[src/rtl/axi_sram_wr_ctrl.sv]
// axi_sram_wr_ctrl: AXI write-channel slave sequencing single-port SRAM writes, one burst at a time
// Ports: aclk/aresetn (synchronous, active-low); AXI AW (awid..awvalid/awready), W (wdata, wstrb,
//   wlast, wvalid/wready) and B (bid, bresp, bvalid/bready); registered SRAM write port mem_*.
// Option: define AXI_WR_LAST_CHK_EN to flag wlast/beat-count mismatches as SLVERR.
module axi_sram_wr_ctrl #(
  parameter int DATA_WIDTH   = 32,
  parameter int ADDR_WIDTH   = 16,
  parameter int ID_WIDTH     = 12,
  parameter int STROBE_WIDTH = DATA_WIDTH >> 3
) (
  input  logic                                       aclk,
  input  logic                                       aresetn,
  input  logic [ID_WIDTH-1:0]                        awid,
  input  logic [ADDR_WIDTH-1:0]                      awaddr,
  input  logic [7:0]                                 awlen,
  input  logic [2:0]                                 awsize,
  input  logic [1:0]                                 awburst,
  input  logic                                       awvalid,
  output logic                                       awready,
  input  logic [DATA_WIDTH-1:0]                      wdata,
  input  logic [STROBE_WIDTH-1:0]                    wstrb,
  input  logic                                       wlast,
  input  logic                                       wvalid,
  output logic                                       wready,
  output logic [ID_WIDTH-1:0]                        bid,
  output logic [1:0]                                 bresp,
  output logic                                       bvalid,
  input  logic                                       bready,
  output logic                                       mem_we,
  output logic [ADDR_WIDTH-$clog2(STROBE_WIDTH)-1:0] mem_addr,
  output logic [DATA_WIDTH-1:0]                      mem_wdata,
  output logic [STROBE_WIDTH-1:0]                    mem_be
);
  localparam int OFF = $clog2(STROBE_WIDTH);
  localparam int MAW = ADDR_WIDTH - OFF;
  localparam logic [ADDR_WIDTH-1:0] LANE = ADDR_WIDTH'(STROBE_WIDTH - 1);
  typedef enum logic [1:0] {IDLE, DATA, RESP} state_t;
  state_t state_q, state_d;
  logic awready_q, awready_d, wready_q, wready_d, bvalid_q, bvalid_d, we_q, we_d;
  logic err_q, err_d, size_err_q, size_err_d;
  logic [1:0] bresp_q, bresp_d, burst_q, burst_d;
  logic [2:0] size_q, size_d;
  logic [7:0] len_q, len_d, cnt_q, cnt_d;
  logic [ID_WIDTH-1:0] bid_q, bid_d;
  logic [ADDR_WIDTH-1:0] addr_q, addr_d, lower_q, lower_d, upper_q, upper_d;
  logic [MAW-1:0] maddr_q, maddr_d;
  logic [DATA_WIDTH-1:0] wdata_q, wdata_d;
  logic [STROBE_WIDTH-1:0] be_q, be_d, mask;
  logic [ADDR_WIDTH-1:0] a_total, a_lower, bytes, aligned, wrap_n, next_addr, lo, hi;
  logic wrap_ok, a_as_incr, a_size_err, last, beat;
  assign wrap_ok    = awlen == 8'd1 || awlen == 8'd3 || awlen == 8'd7 || awlen == 8'd15;
  // reserved bursts and illegal wrap lengths are walked as INCR but still reported
  assign a_as_incr  = awburst == 2'b11 || (awburst == 2'b10 && !wrap_ok);
  assign a_size_err = awsize > 3'(OFF);
  // wrap regions are only used for legal lengths, where the region size is a power of two
  assign a_total    = ADDR_WIDTH'((32'(awlen) + 32'd1) << awsize);
  assign a_lower    = awaddr & ~(a_total - ADDR_WIDTH'(1));
  assign bytes      = ADDR_WIDTH'(1) << size_q;
  assign aligned    = addr_q & ~(bytes - ADDR_WIDTH'(1));
  assign wrap_n     = addr_q + bytes;
  assign next_addr  = burst_q == 2'b00 ? addr_q :
                      burst_q == 2'b10 ? (wrap_n == upper_q ? lower_q : wrap_n) : aligned + bytes;
  assign lo         = addr_q & LANE;
  assign hi         = (aligned + bytes - ADDR_WIDTH'(1)) & LANE;
  assign last       = cnt_q == len_q;
  assign beat       = wvalid && wready_q;
  for (genvar i = 0; i < STROBE_WIDTH; i++) begin : g_lane
    assign mask[i] = ADDR_WIDTH'(i) >= lo && ADDR_WIDTH'(i) <= hi;
  end
`ifndef AXI_WR_LAST_CHK_EN
  logic unused_wlast;
  assign unused_wlast = wlast;
`endif
  always_comb begin
    state_d = state_q; awready_d = awready_q; wready_d = wready_q; bvalid_d = bvalid_q;
    bresp_d = bresp_q; bid_d = bid_q; we_d = 1'b0; maddr_d = maddr_q; wdata_d = wdata_q; be_d = be_q;
    addr_d = addr_q; lower_d = lower_q; upper_d = upper_q; len_d = len_q; size_d = size_q;
    burst_d = burst_q; cnt_d = cnt_q; err_d = err_q; size_err_d = size_err_q;
    case (state_q)
      IDLE: begin
        awready_d = 1'b1;
        if (awvalid && awready_q) begin
          state_d = DATA; awready_d = 1'b0; wready_d = 1'b1;
          bid_d = awid; addr_d = awaddr; len_d = awlen; size_d = awsize; cnt_d = 8'd0;
          burst_d = a_as_incr ? 2'b01 : awburst;
          lower_d = a_lower; upper_d = a_lower + a_total;
          size_err_d = a_size_err;
          err_d = a_size_err || a_as_incr;
        end
      end
      DATA: if (beat) begin
        we_d = !size_err_q;
        maddr_d = MAW'(addr_q >> OFF);
        wdata_d = wdata;
        be_d = wstrb & mask;
        addr_d = next_addr;
        cnt_d = cnt_q + 8'd1;
`ifdef AXI_WR_LAST_CHK_EN
        err_d = err_q || (wlast != last);
`endif
        if (last) begin
          state_d = RESP; wready_d = 1'b0; bvalid_d = 1'b1;
          bresp_d = err_d ? 2'b10 : 2'b00;
        end
      end
      RESP: if (bready) begin
        state_d = IDLE; bvalid_d = 1'b0; awready_d = 1'b1;
      end
      default: state_d = IDLE;
    endcase
  end
  always_ff @(posedge aclk) begin
    if (!aresetn) begin
      state_q <= IDLE; awready_q <= 1'b0; wready_q <= 1'b0; bvalid_q <= 1'b0; bresp_q <= '0;
      bid_q <= '0; we_q <= 1'b0; maddr_q <= '0; wdata_q <= '0; be_q <= '0; addr_q <= '0;
      lower_q <= '0; upper_q <= '0; len_q <= '0; size_q <= '0; burst_q <= '0; cnt_q <= '0;
      err_q <= 1'b0; size_err_q <= 1'b0;
    end else begin
      state_q <= state_d; awready_q <= awready_d; wready_q <= wready_d; bvalid_q <= bvalid_d;
      bresp_q <= bresp_d; bid_q <= bid_d; we_q <= we_d; maddr_q <= maddr_d; wdata_q <= wdata_d;
      be_q <= be_d; addr_q <= addr_d; lower_q <= lower_d; upper_q <= upper_d; len_q <= len_d;
      size_q <= size_d; burst_q <= burst_d; cnt_q <= cnt_d; err_q <= err_d; size_err_q <= size_err_d;
    end
  end
  assign awready   = awready_q;
  assign wready    = wready_q;
  assign bvalid    = bvalid_q;
  assign bresp     = bresp_q;
  assign bid       = bid_q;
  assign mem_we    = we_q;
  assign mem_addr  = maddr_q;
  assign mem_wdata = wdata_q;
  assign mem_be    = be_q;
endmodule

[config.mk]
export PLATFORM = sky130hd
export DESIGN_NAME = axi_sram_wr_ctrl
export DESIGN_NICKNAME = d
export VERILOG_FILES = /design/src/rtl/axi_sram_wr_ctrl.sv
export SDC_FILE = /design/constraint.sdc
export NUM_CORES = 1
export LEC_CHECK = 0
export ABC_AREA = 1
export CAP_MARGIN = 10
export CORE_MARGIN = 2
export CORE_UTILIZATION = 55
export CTS_CLUSTER_DIAMETER = 200
export DETAILED_ROUTE_END_ITERATION = 10
export GPL_ROUTABILITY_DRIVEN = 0
export PLACE_DENSITY_LB_ADDON = 0.15
export SLEW_MARGIN = 20
export SYNTH_ARGS = -nofsm -noshare
export SYNTH_HDL_FRONTEND = slang
export SYNTH_SLANG_ARGS = --single-unit
[constraint.sdc]
create_clock -name aclk -period 7.3 [get_ports aclk]
set_input_delay 1.46 -clock aclk [delete_from_list [all_inputs] [get_ports aclk]]
set_output_delay 1.46 -clock aclk [all_outputs]
set_load 0.005 [all_outputs]
==> summary.txt <==
Run status
  • Status: finished, final reports clean

Layout
  • Nets: 1676
  • Inserted Diodes: 0
  • Fin util: roughly 69%
  • Commonest non-fill, non-tap cell in the layout: nand2_1
  • Share of cells above drive strength 1: a little under a tenth
  • Synth-to-Final Area Change: 23.30%
  • Commonest non-fill, non-tap cells in the layout: 365 x nand2_1, 173 x nor2_1, 147 x clkdlybuf4s50_1

Setup path
  • R2r setup slk: 3.48 ns
  • Critical path capture point type: flip-flop
  • Crit path launch: awsize[1]
  • Worst reg2reg startpoint: state_q[0]$_SDFFE_PN0P_
  • R2R depth: 12
  • CP Max Fanout: 17
  • Crit path kind: primary input to flip-flop
  • WP data arrival: ~5.4 ns
  • CP Launch Type: primary input
  • Crit path required time: roughly 7.6 ns
  • CP Capture Point: upper_q[13]$_SDFFE_PN0P_
  • Worst r2r dst: cnt_q[7]$_SDFFE_PN0P_

Yosys
  • Dominant synthesized flop cell: dfxtp_1
  • Async SR Flop Fraction: 0%
  • Gate Count Post-Synth: 1444
  • Post-synth cell types: between 50 and 60
  • Synthesized flop and latch total: 140
  • Synthesized Nets: roughly 1600
  • Syn Area/Cell: 6.415 sq um
  • Yosys Warn Count: 0
  • Synthesized area: around 0.0093 sq mm
  • Synth area leader: dfxtp_1
  • EDFF count, synth: 0
  • Synth area leaders: dfxtp_1 30%, nand2_1 15%, nor2_1 7.1%
  • Area share of the largest cell type after synthesis: between 30 and 40%
  • Seq/Total Area, Yosys: a little under a third

Worst hold path
  • HP Class: flip-flop to flip-flop

Drt
  • Antenna viol nets, final: 0
  • Final WL: ~26 mm
  • Mean routed wirelength per cell: ~14 microns
  • Starting DRC count in detailed routing: about 740
  • Via count: between 9000 and 10000
  • DR pass1 iterations: 7
  • Post-DR vias/cell: between 5 and 6
  • DRC viols: 0

Timing
  • Setup Viol. Count Final: 0
  • WHS: between 0.4 and 0.5 ns
  • Clock Skews: 0.009287 ns
  • Fin crit period: 5.099 ns
  • Final hold vios: 0
  • Final Max Tran Viols: 0
  • Max-slew headroom: between 20% and 30%
  • Tcrit/Tclk final: around 70%
  • Final setup margin: about 2.2 ns
  • Total negative slack: 0 ns
  • Slew @ Worst Pin: roughly 1.1 ns
  • Setup repair after global routing missed its margin: no
  • Achievable Freq: 0.1961 GHz

Die
  • Die Ht: 133.8 microns
  • Die Wd: around 130 microns
  • IO Pins: approximately 150
  • Initial Utilization: 56.05%
  • Rows: 47
  • Core Box Area: around 0.017 sq mm
  • Total Die Area: around 0.018 sq mm

Global route
  • First-pass GRT wire length: around 43 mm
  • Initial antenna violation count: 0
  • GRT Resource Usage Total: ~29%
  • Largest net degree at the start of global routing: slightly below 70
  • Number of global-route vias before repair: around 9000
  • Grt ovf: 0

CTS
  • Worst-path clk slew: approximately 0.060 ns
  • CTS max path bufs: 2
  • H-Tree Depth: 4
  • Hold Buf Count CTS: 0
  • TritonCTS clock tree: yes
  • Worst-Skew Late Latency: about 0.44 ns
  • Clock Root Buffer: clkbuf_16
  • Post-CTS Setup Bufs: 0
  • CTS Buf Count: 17
  • Sink Count: 140
  • Number of cells upsized or downsized after cts: 0

Power and ir drop
  • P per Cell Area: 203.6 mW/mm^2
  • Leak Pwr: roughly 0.005 uW
  • Maximum vdd drop: roughly 180 uV

Place
  • Pre-CTS WS: about 1.8 ns
  • Port Buffers: between 100 and 150
  • DP Wirelength: 18.83 mm

Run
  • Max cap viols: 0
==> sequential cells by signal, summed over array words and instances (netlist names), 2 cells and up <==
register,count
burst_q,2
state_q,2
mem_addr,14
cnt_q,8
len_q,8
upper_q,16
mem_wdata,32
mem_be,4
size_q,3
addr_q,16
bid,12
lower_q,16
==> report_power, final <==
| part | total [uW] | switching, uW | internal, uW |
|---|---|---|---|
| sequential | 854 | 43.9 | 810 |
| combinational | 623 | 394 | 229 |
| clock | 849 | 392 | 457 |
| total | 2330 | 829 | 1500 |
==> logic make-up (layout without fill, tap and decap cells) <==
family                     count (synthesis)  in the layout  share of synthesized area, %
DFF                                      140            140                         30.26
and+or+nand+nor                          773            773                         37.86
adders and majority gates                 28             28                         3.863
AOI/OAI and AO/OA                        249            249                         15.40
buffers and inverters                    223            357                         9.577
xor gates and xnor gates                  30             30                         2.999
other                                      1              1                       0.04049
==> how the worst min path moves through the flow <==
stage / start / end / cells past startpoint
2_1_floorplan: size_err_q$_SDFFE_PN0P_ / mem_we$_SDFF_PN0_ / 1
3_3_place_gp: lower_q[15]$_SDFFE_PN0P_ / lower_q[15]$_SDFFE_PN0P_ / 2
3_5_place_dp: lower_q[15]$_SDFFE_PN0P_ / lower_q[15]$_SDFFE_PN0P_ / 2
4_1_cts: lower_q[15]$_SDFFE_PN0P_ / lower_q[15]$_SDFFE_PN0P_ / 2
5_1_grt: size_err_q$_SDFFE_PN0P_ / mem_we$_SDFF_PN0_ / 1
6_report: lower_q[8]$_SDFFE_PN0P_ / lower_q[8]$_SDFFE_PN0P_ / 2
==> per-layer routing <==
| layer | vias to the layer above | GRT usage (%) | share of wire [%] |
|---|---|---|---|
| li1 | 4969 | - | - |
| met1 | 4369 | 39.24 | 46 |
| met2 | 352 | 47.35 | 45 |
| met3 | 42 | 4.837 | 6.4 |
| met4 | 0 | 9.574 | 1.8 |
| met5 | - | 0 | 0 |
==> Yosys cell counts, types with 3 or more instances <==
master      n
nand2_1   365
nor2_1    176
dfxtp_1   140
inv_1     139
nand3_1   119
o21ai_0    96
a21oi_1    81
clkbuf_1   35
nand4_1    35
ha_1       27
inv_2      27
xor2_1     26
a22o_1     19
nand3_2    17
o22ai_1    16
nand2_2    13
nor2_2     13
buf_2       8
o21bai_1    7
buf_4       6
nor3_2      6
o21ai_1     6
nor2_4      5
nor3_1      5
buf_1       4
nand2_4     4
nor4_1      4
o211ai_1    4
o21ai_2     4
a21oi_2     3
a31oi_1     3
nand3b_1    3
o21a_1      3
==> critical path, cell delays in order <==
cell             delay (ns)
clkdlybuf4s50_1        0.89
inv_2                  0.28
nand3_1                0.17
inv_2                  0.05
nand2_2                0.09
ha_1                   0.19
nand2_1                0.07
inv_2                  0.06
nand2_1                0.09
nor2_4                 0.15
inv_2                  0.06
nor3_2                 0.15
nand2_1                0.11
nor2_2                 0.13
inv_2                  0.05
nor2_2                 0.10
nand2_1                0.08
nor2_1                 0.12
nor2_2                 0.06
ha_1                   0.35
nand4_1                0.13
nand2_1                0.08
a21oi_1                0.17
nand3_1                0.09
nand2_1                0.07
nand3_1                0.08
nand2_1                0.07
inv_1                  0.03
==> stage by stage <==
stage          power [uW]  cell area (sq um)  std cells
2_1_floorplan        1301               9263       1444
3_3_place_gp         1465              10850       1766
3_5_place_dp         1477              10850       1766
4_1_cts              2324              11420       1798
5_1_grt              2441              11420       1798
6_report             2325              11420       1798
==> cell type report <==
type	count	area, sq um
repair buffers	157	1544
inverters	168	633.1
clock inverters	14	145.1
flip-flops and latches	140	2803
well taps	220	275.3
fillers	1485	5104
clock buffers	18	429.2
multi-input cells	1081	5592
No activity file was read; power rests on OpenSTA's default activity.
